==> src/rtl/dmem_arb_pkg.sv <==
// Shared types and constants for the data-memory arbiter.
package dmem_arb_pkg;

   typedef enum logic [1:0] {
      StIdle = 2'd0,
      StBusy = 2'd1,
      StDone = 2'd2
   } arb_state_e;

   localparam logic M0 = 1'b0;
   localparam logic M1 = 1'b1;

   localparam logic [1:0] SZ_BYTE = 2'b00;
   localparam logic [1:0] SZ_HALF = 2'b01;
   localparam logic [1:0] SZ_WORD = 2'b11;

endpackage

==> src/rtl/rr_pick2.sv <==
// Two-way round-robin pick: on a tie the master that did not own the port last wins.
module rr_pick2
   import dmem_arb_pkg::*;
(
   input  logic req0_i,
   input  logic req1_i,
   input  logic owner_i,
   output logic winner_o,
   output logic valid_o
);

   always_comb begin
      valid_o  = req0_i | req1_i;
      winner_o = M0;
      if (req0_i && req1_i) begin
         winner_o = ~owner_i;
      end else if (req1_i) begin
         winner_o = M1;
      end
   end

endmodule

==> src/rtl/dmem_arbiter.sv <==
// Shares one data-memory port between the processor (m0) and the loader/DMA (m1),
// one latched transaction at a time, with a watchdog abort.
module dmem_arbiter
   import dmem_arb_pkg::*;
#(
   parameter int unsigned ADDR_W  = 32,
   parameter int unsigned DATA_W  = 32,
   parameter int unsigned TIMEOUT = 255
) (
   input  logic              clk_i,
   input  logic              rst_ni,
   input  logic              m0_req_i,
   input  logic              m0_we_i,
   input  logic [1:0]        m0_size_i,
   input  logic [ADDR_W-1:0] m0_addr_i,
   input  logic [DATA_W-1:0] m0_wdata_i,
   output logic              m0_gnt_o,
   output logic              m0_done_o,
   output logic              m0_err_o,
   output logic [DATA_W-1:0] m0_rdata_o,
   input  logic              m1_req_i,
   input  logic              m1_we_i,
   input  logic [1:0]        m1_size_i,
   input  logic [ADDR_W-1:0] m1_addr_i,
   input  logic [DATA_W-1:0] m1_wdata_i,
   output logic              m1_gnt_o,
   output logic              m1_done_o,
   output logic              m1_err_o,
   output logic [DATA_W-1:0] m1_rdata_o,
   output logic              mem_req_o,
   output logic              mem_we_o,
   output logic [1:0]        mem_size_o,
   output logic [ADDR_W-1:0] mem_addr_o,
   output logic [DATA_W-1:0] mem_wdata_o,
   input  logic [DATA_W-1:0] mem_rdata_i,
   input  logic              mem_ack_i,
   output logic              cpu_stall_o,
   output logic              owner_o
);

   localparam int unsigned CntW = (TIMEOUT > 1) ? $clog2(TIMEOUT + 1) : 1;

   arb_state_e        state_q, state_d;
   logic              owner_q, owner_d;
   logic [CntW-1:0]   cnt_q, cnt_d;
   logic              we_q, we_d;
   logic [1:0]        size_q, size_d;
   logic [ADDR_W-1:0] addr_q, addr_d;
   logic [DATA_W-1:0] wdata_q, wdata_d;
   logic [DATA_W-1:0] rdata0_q, rdata0_d;
   logic [DATA_W-1:0] rdata1_q, rdata1_d;
   logic              err_q, err_d;

   logic              pick_win;
   logic              pick_valid;
   logic              timeout_hit;
   logic              finish;
   logic [DATA_W-1:0] rd_val;
   logic              busy;
   logic              done;

   rr_pick2 u_pick (
      .req0_i   (m0_req_i),
      .req1_i   (m1_req_i),
      .owner_i  (owner_q),
      .winner_o (pick_win),
      .valid_o  (pick_valid)
   );

   // cnt_q counts completed BUSY cycles, so this is the TIMEOUT-th BUSY cycle.
   assign timeout_hit = (TIMEOUT != 0) && (32'(cnt_q) == TIMEOUT - 32'd1);

   always_comb begin
      state_d  = state_q;
      owner_d  = owner_q;
      cnt_d    = cnt_q;
      we_d     = we_q;
      size_d   = size_q;
      addr_d   = addr_q;
      wdata_d  = wdata_q;
      rdata0_d = rdata0_q;
      rdata1_d = rdata1_q;
      err_d    = err_q;
      finish   = 1'b0;
      rd_val   = '0;

      unique case (state_q)
         StIdle: begin
            if (pick_valid) begin
               owner_d = pick_win;
               we_d    = pick_win ? m1_we_i    : m0_we_i;
               size_d  = pick_win ? m1_size_i  : m0_size_i;
               addr_d  = pick_win ? m1_addr_i  : m0_addr_i;
               wdata_d = pick_win ? m1_wdata_i : m0_wdata_i;
               cnt_d   = '0;
               state_d = StBusy;
            end
         end
         StBusy: begin
            cnt_d = cnt_q + CntW'(1);
            // Ack takes priority over a simultaneous watchdog expiry.
            if (mem_ack_i) begin
               finish = 1'b1;
               rd_val = we_q ? '0 : mem_rdata_i;
               err_d  = 1'b0;
            end else if (timeout_hit) begin
               finish = 1'b1;
               rd_val = '0;
               err_d  = 1'b1;
            end
            if (finish) begin
               state_d = StDone;
               if (owner_q == M1) begin
                  rdata1_d = rd_val;
               end else begin
                  rdata0_d = rd_val;
               end
            end
         end
         StDone: begin
            cnt_d   = '0;
            state_d = StIdle;
         end
         default: begin
            state_d = StIdle;
         end
      endcase
   end

   always_ff @(posedge clk_i or negedge rst_ni) begin
      if (!rst_ni) begin
         state_q  <= StIdle;
         owner_q  <= M1;
         cnt_q    <= '0;
         we_q     <= 1'b0;
         size_q   <= '0;
         addr_q   <= '0;
         wdata_q  <= '0;
         rdata0_q <= '0;
         rdata1_q <= '0;
         err_q    <= 1'b0;
      end else begin
         state_q  <= state_d;
         owner_q  <= owner_d;
         cnt_q    <= cnt_d;
         we_q     <= we_d;
         size_q   <= size_d;
         addr_q   <= addr_d;
         wdata_q  <= wdata_d;
         rdata0_q <= rdata0_d;
         rdata1_q <= rdata1_d;
         err_q    <= err_d;
      end
   end

   assign busy = (state_q == StBusy);
   assign done = (state_q == StDone);

   assign mem_req_o   = busy;
   assign mem_we_o    = we_q;
   assign mem_size_o  = size_q;
   assign mem_addr_o  = addr_q;
   assign mem_wdata_o = wdata_q;

   assign m0_gnt_o   = busy & (owner_q == M0);
   assign m1_gnt_o   = busy & (owner_q == M1);
   assign m0_done_o  = done & (owner_q == M0);
   assign m1_done_o  = done & (owner_q == M1);
   assign m0_err_o   = m0_done_o & err_q;
   assign m1_err_o   = m1_done_o & err_q;
   assign m0_rdata_o = rdata0_q;
   assign m1_rdata_o = rdata1_q;

   assign cpu_stall_o = m0_req_i & ~m0_done_o;
   assign owner_o     = owner_q;

endmodule

==> config.mk <==
export PLATFORM = sky130hd
export DESIGN_NAME = dmem_arbiter
export DESIGN_NICKNAME = d
export VERILOG_FILES = /design/src/rtl/dmem_arb_pkg.sv /design/src/rtl/rr_pick2.sv /design/src/rtl/dmem_arbiter.sv
export SDC_FILE = /design/constraint.sdc
export NUM_CORES = 1
export LEC_CHECK = 0
export BUFFER_PORTS_ARGS = -buffer_cell sky130_fd_sc_hd__buf_2
export CORE_ASPECT_RATIO = 0.8
export CORE_UTILIZATION = 44
export CTS_BUF_LIST = sky130_fd_sc_hd__clkbuf_2
export DETAILED_ROUTE_END_ITERATION = 8
export GPL_ROUTABILITY_DRIVEN = 0
export MAX_ROUTING_LAYER = met4
export PLACE_DENSITY = 0.81
export SYNTH_ARGS = -nofsm -noshare
export SYNTH_HDL_FRONTEND = slang
export SYNTH_SLANG_ARGS = --single-unit
==> constraint.sdc <==
create_clock -name clk_i -period 1.8 [get_ports clk_i]
set_clock_uncertainty 0.1 [all_clocks]
set_input_delay 0.36 -clock clk_i [delete_from_list [all_inputs] [get_ports clk_i]]
set_output_delay 0.36 -clock clk_i [all_outputs]
set_load 0.01 [all_outputs]
Word-level counts from Yosys, hierarchy flattened

Index checks and enable logic that the tools add are counted.
Widths: inputs -> output; s select.

$add $sub $neg: 1
Equal/unequal tests: 5
Multiplexer cells: 18
Bitwise gates (word level): 10
Reduce and logical (&&, ||, !) cells: 10

Operators by type and width:

| operator            | number |
|---|---|
| $mux 32             | 4 |
| $pmux 8 s3          | 1 |
| $add 8x1->8 const B | 1 |
| $eq 8x8->1 const B  | 1 |
| $mux 1              | 8 |
| $mux 8              | 1 |
| $reduce_and 2->1    | 4 |
| $and 1x1->1         | 7 |
| $mux 2              | 3 |
| $reduce_and 3->1    | 2 |
| $pmux 2 s2          | 1 |
| $reduce_bool 3->1   | 1 |
| $eq 2x1->1 const B  | 1 |
| $eq 2x2->1 const B  | 1 |
| $logic_not 2->1     | 1 |
| $ne 2x1->1 const B  | 1 |
| $ne 2x2->1 const B  | 1 |
| $not 1->1           | 2 |
| $reduce_bool 2->1   | 1 |
| $logic_and 1x1->1   | 1 |
| $or 1x1->1          | 1 |

Bits in registers: 143
Input bits: 171
Output and inout bits: 140
Logic and storage cells: 54

Longest topological paths before layout

Word-level depth: 6
Depth in mapped cells: 7
Mapped depth without buffers: 5

Hierarchy

Synthesis repeated with hierarchy kept, for this count alone.

Cells, all modules: 679
Area total of the unflattened synthesis: 7193.1 um^2

By module, submodules not included:

| module       | times used | cells each | area an instance (um^2) | sequential area each (um^2) |
|---|---|---|---|---|
| dmem_arbiter | 1          | 677        | 7179.4                  | 3579.7 |
| rr_pick2     | 1          | 2          | 13.8                    | 0.0 |

Worst setup path after synthesis

Ideal clock, no wire load.

Path type: register to output
Start: register owner_q (netlist: owner_o)
End: output m1_err_o
Arrival time: 1409 ps
Required time: 1340 ps
Slack: -69 ps
Stages on the path, launching flop included: 5
Path buffers: 1
Cells stage by stage: dfstp_2 -> buf_2 -> inv_1 -> nor3b_1 -> and2_1

Cells in the longest elaborated chain, start to end: 2

RTL lines:

| what                     | line                | RTL |
|---|---|---|
| start: declaration       | dmem_arbiter.sv:44  | `logic owner_q, owner_d;` |
| start signal: assignment | dmem_arbiter.sv:144 | `owner_q <= owner_d;` |
| $and 1x1->1              | dmem_arbiter.sv:168 | `assign m1_done_o = done & (owner_q == M1);` |
| named net m1_done_o      | dmem_arbiter.sv:27  | `output logic m1_done_o,` |
| $and 1x1->1              | dmem_arbiter.sv:170 | `assign m1_err_o = m1_done_o & err_q;` |
| end: declaration         | dmem_arbiter.sv:28  | `output logic m1_err_o,` |

The timed path passes the listed nets, and every way through them passes these cells.

Final worst setup path

Start: register owner_q (netlist: owner_o)
End: output m1_err_o

Cells in the longest elaborated chain, start to end: 2

RTL lines:

| what        | line |
|---|---|
| $and 1x1->1 | dmem_arbiter.sv:168 |
| $and 1x1->1 | dmem_arbiter.sv:170 |

No other way between the ends.

==> results.ini <==
[hold_path]
hold_class = primary input to flip-flop

[worst_setup_path]
worst_ep_required_time_ps = 1340
criticalPathCategory = flip-flop to primary output
cp_max_fo = 7
end_kind = primary output
critPathArrivalTime_ps = 2090
cp-start-kind = flip-flop
r2r_slack_ps = -450

[die]
initial_core_util_pct = 45.3
top_level_ports = 311
dieArea_um2 = 16100
die_y_um = 114
die-width_um = 142
fp-row-count = 40
core_um2 = 15200

[routing]
routed_wl_um = 38500
firstDrtPassIters = 9
wl_per_cell_um = 26.7
via_per_inst = 6.08
num_vias = 8780
ant_nets = 0
drt_iter0_drc = 1170
drc_errors = 5

[clock_tree]
numCtsBuffers = 17
cts.path.max_buffers = 2
htreeDepth = 4
cts_tree = done
root_buffer = clkbuf_2
path_clk_slew_ps = 240
clock-sinks = 143
clock_latency_ps = 810

[timing]
hold_viol_final = 0
rsz0062_at_grt = yes
setup_ws_ps = -745
slew_headroom_pct = 64.8
clock.fmax_ghz = 0.393
finalSetupViolCount = 214
period_minus_slack_ps = 2550
fin_crit_sh_pct = 141
tightest_slew_ps = 522
final-max-slew-violation-count = 0
hold_slack_ps = 263

[pwr]
p_sw_share_pct = 40.6
pwr-share-clk_pct = 12.3
pwr-share-comb_pct = 59.2
intPower_mw = 12.2
power.leakage_nw = 6.54
switchingPower_mw = 8.32
power.density_nw_per_um2 = 1570
seqPwrFrac_pct = 28.5
ir_worst_vdd_mv = 1.05

[grt]
gr-total-overflow = 0
grtUsageTotal_pct = 37.8
grt_pass1_wl_um = 44200
grt_pass1_vias = 7995
antenna_found_initial = 14
grt_max_degree = 59

[finish]
fin_nets = 1376
syn_to_final_growth_pct = 89.7
finish.utilization_pct = 86.0
num-fill-cells = 692
final_area_um2 = 13000
layout.cells.non_filler = 1443
layout-drive-gt1-share_pct = 55.1

[logic_synthesis]
ys_seq_area_share_pct = 52.1
syn_inst = 577
syn-cell-area_um2 = 6880
ys.flop_type = dfrtp_1
ys_seq_elements = 143
ys.warnings.count = 0
synth_cell_type_count = 44
synth_edf_count = 0
avgSynthCellArea_um2 = 11.9
syn-num-nets = 750
synthArstFlopShare_pct = 100

[placement]
dpl_cell_area_um2 = 8870
place_inst = 1085
port_buffers = 310
pre_cts_slack_ps = -102
dp_hpwl_um = 14000

[outcome]
status = complete, but fails checks
violations = DRC, setup timing

[job]
maxCapViolations = 0

==> per-layer routing <==
layer  up-vias  global-route usage [%]  wire length, µm
met4         0                    23.7             3640
met3       363                    10.7             4270
li1       3386                       -                -
met2       797                    62.3            18200
met5         -                       -                0
met1      4234                    40.4            12400
==> path summary, 6_finish.rpt <==
kind,cells after the start,start,endpoint
setup / recovery,5,owner_o,m1_err_o
hold / removal,6,m1_req_i,cnt_q[2]
setup reg to reg,6,owner_o,mem_wdata_o[16]
hold reg to reg,1,mem_wdata_o[21],mem_wdata_o[21]
max in group asynchronous,4,rst_ni,mem_addr_o[20]
min in group asynchronous,3,rst_ni,mem_we_o
==> layout by cell type (no fill, tap or decap), types with 2 or more instances in the layout <==
cell type and n:
buf_2 255, dlygate4sd3_1 169, buf_4 139, dfrtp_1 137, mux2_4 103, inv_1 68
a32oi_1 59, buf_6 58, o21ai_0 48, mux2_2 32, o21ai_1 22, diode_2 17
clkbuf_2 17, buf_12 14, clkbuf_16 9, clkinv_4 5, nand2_1 5, bufinv_16 5
dfrtp_2 5, nand3_1 4, buf_16 4, and2_1 3, a32oi_2 3, buf_8 3
inv_2 2, nor3b_2 2, nor2_1 2, o221ai_1 2, a211oi_1 2, o31ai_1 2
a31oi_1 2, clkinv_1 2, inv_6 2, inv_8 2
==> power by group through the flow <==
stage	Combinational, mW	Sequential, mW	Clock [mW]
finish	12.1	5.85	2.53
global route	12.6	5.91	2.63
CTS	8.68	5.50	2.42
detailed placement	6.76	5.66	0
global placement	6.59	5.59	0
floorplan	3.37	6.18	0
==> sequential cells by signal, summed over array words and instances (netlist names), 2 cells and up <==
register / flops
mem_wdata_o: 32
state_q: 2
m1_rdata_o: 32
m0_rdata_o: 32
cnt_q: 8
mem_size_o: 2
mem_addr_o: 32
==> per-stage QoR <==
stage | TNS (ps) | power, mW
finish | -35550 | 20.5
global route | -45510 | 21.2
CTS | -13810 | 16.6
detailed placement | -4080 | 12.4
global placement | -2390 | 12.2
floorplan | 0 | 9.55
==> synthesized netlist by cell type, drive strengths merged (3+ instances only) <==
master	n	area, µm²
dfrtp	142	3550
mux2	135	1520
inv	72	270
o21ai	70	350
a32oi	62	543
buf	26	173
clkbuf	18	67.6
nand2	5	18.8
nand3	5	25.0
and2	4	25.0
nor3b	3	22.5
==> area by class of cell <==
cell class	instances	area, µm²	area share (%)
Tap cell	210	263	2.01
Clock buffer	17	85.1	0.652
Sequential cell	143	3590	27.5
Inverter	72	278	2.13
Multi-Input combinational cell	318	3230	24.8
Timing Repair Buffer	651	5330	40.8
Antenna cell	17	42.5	0.326
Clock inverter	15	233	1.78
==> cells by family (layout without fill, tap and decap cells) <==
| logic type | after synthesis | after routing | share of synthesized area [%] |
|---|---|---|---|
| buffers and inverters | 116 | 755 | 7.42 |
| other | 0 | 17 | 0 |
| adders and majority gates | 2 | 2 | 0.364 |
| and+or+nand+nor | 34 | 34 | 3.31 |
| AOI/OAI and AO/OA | 147 | 147 | 14.7 |
| muxes | 135 | 135 | 22.1 |
| DFF | 143 | 143 | 52.1 |
==> critical path, stage by stage (launching register included) <==
cell     delay [ps]
dfstp_2         610
buf_6           150
inv_4            40
nor3b_2         200
and2_1          200
buf_6           120
==> what timing repair did <==
action                                 4_1_cts  5_1_grt
pin swaps                                    5        4
hold buffers                               169        0
endpoints found under the hold margin      275        0
setup buffers                               73       62
setup endpoints to repair                  134      227
cloned                                       3       11
gates resized for setup                     64      157
(Power assumes the default switching activity.)
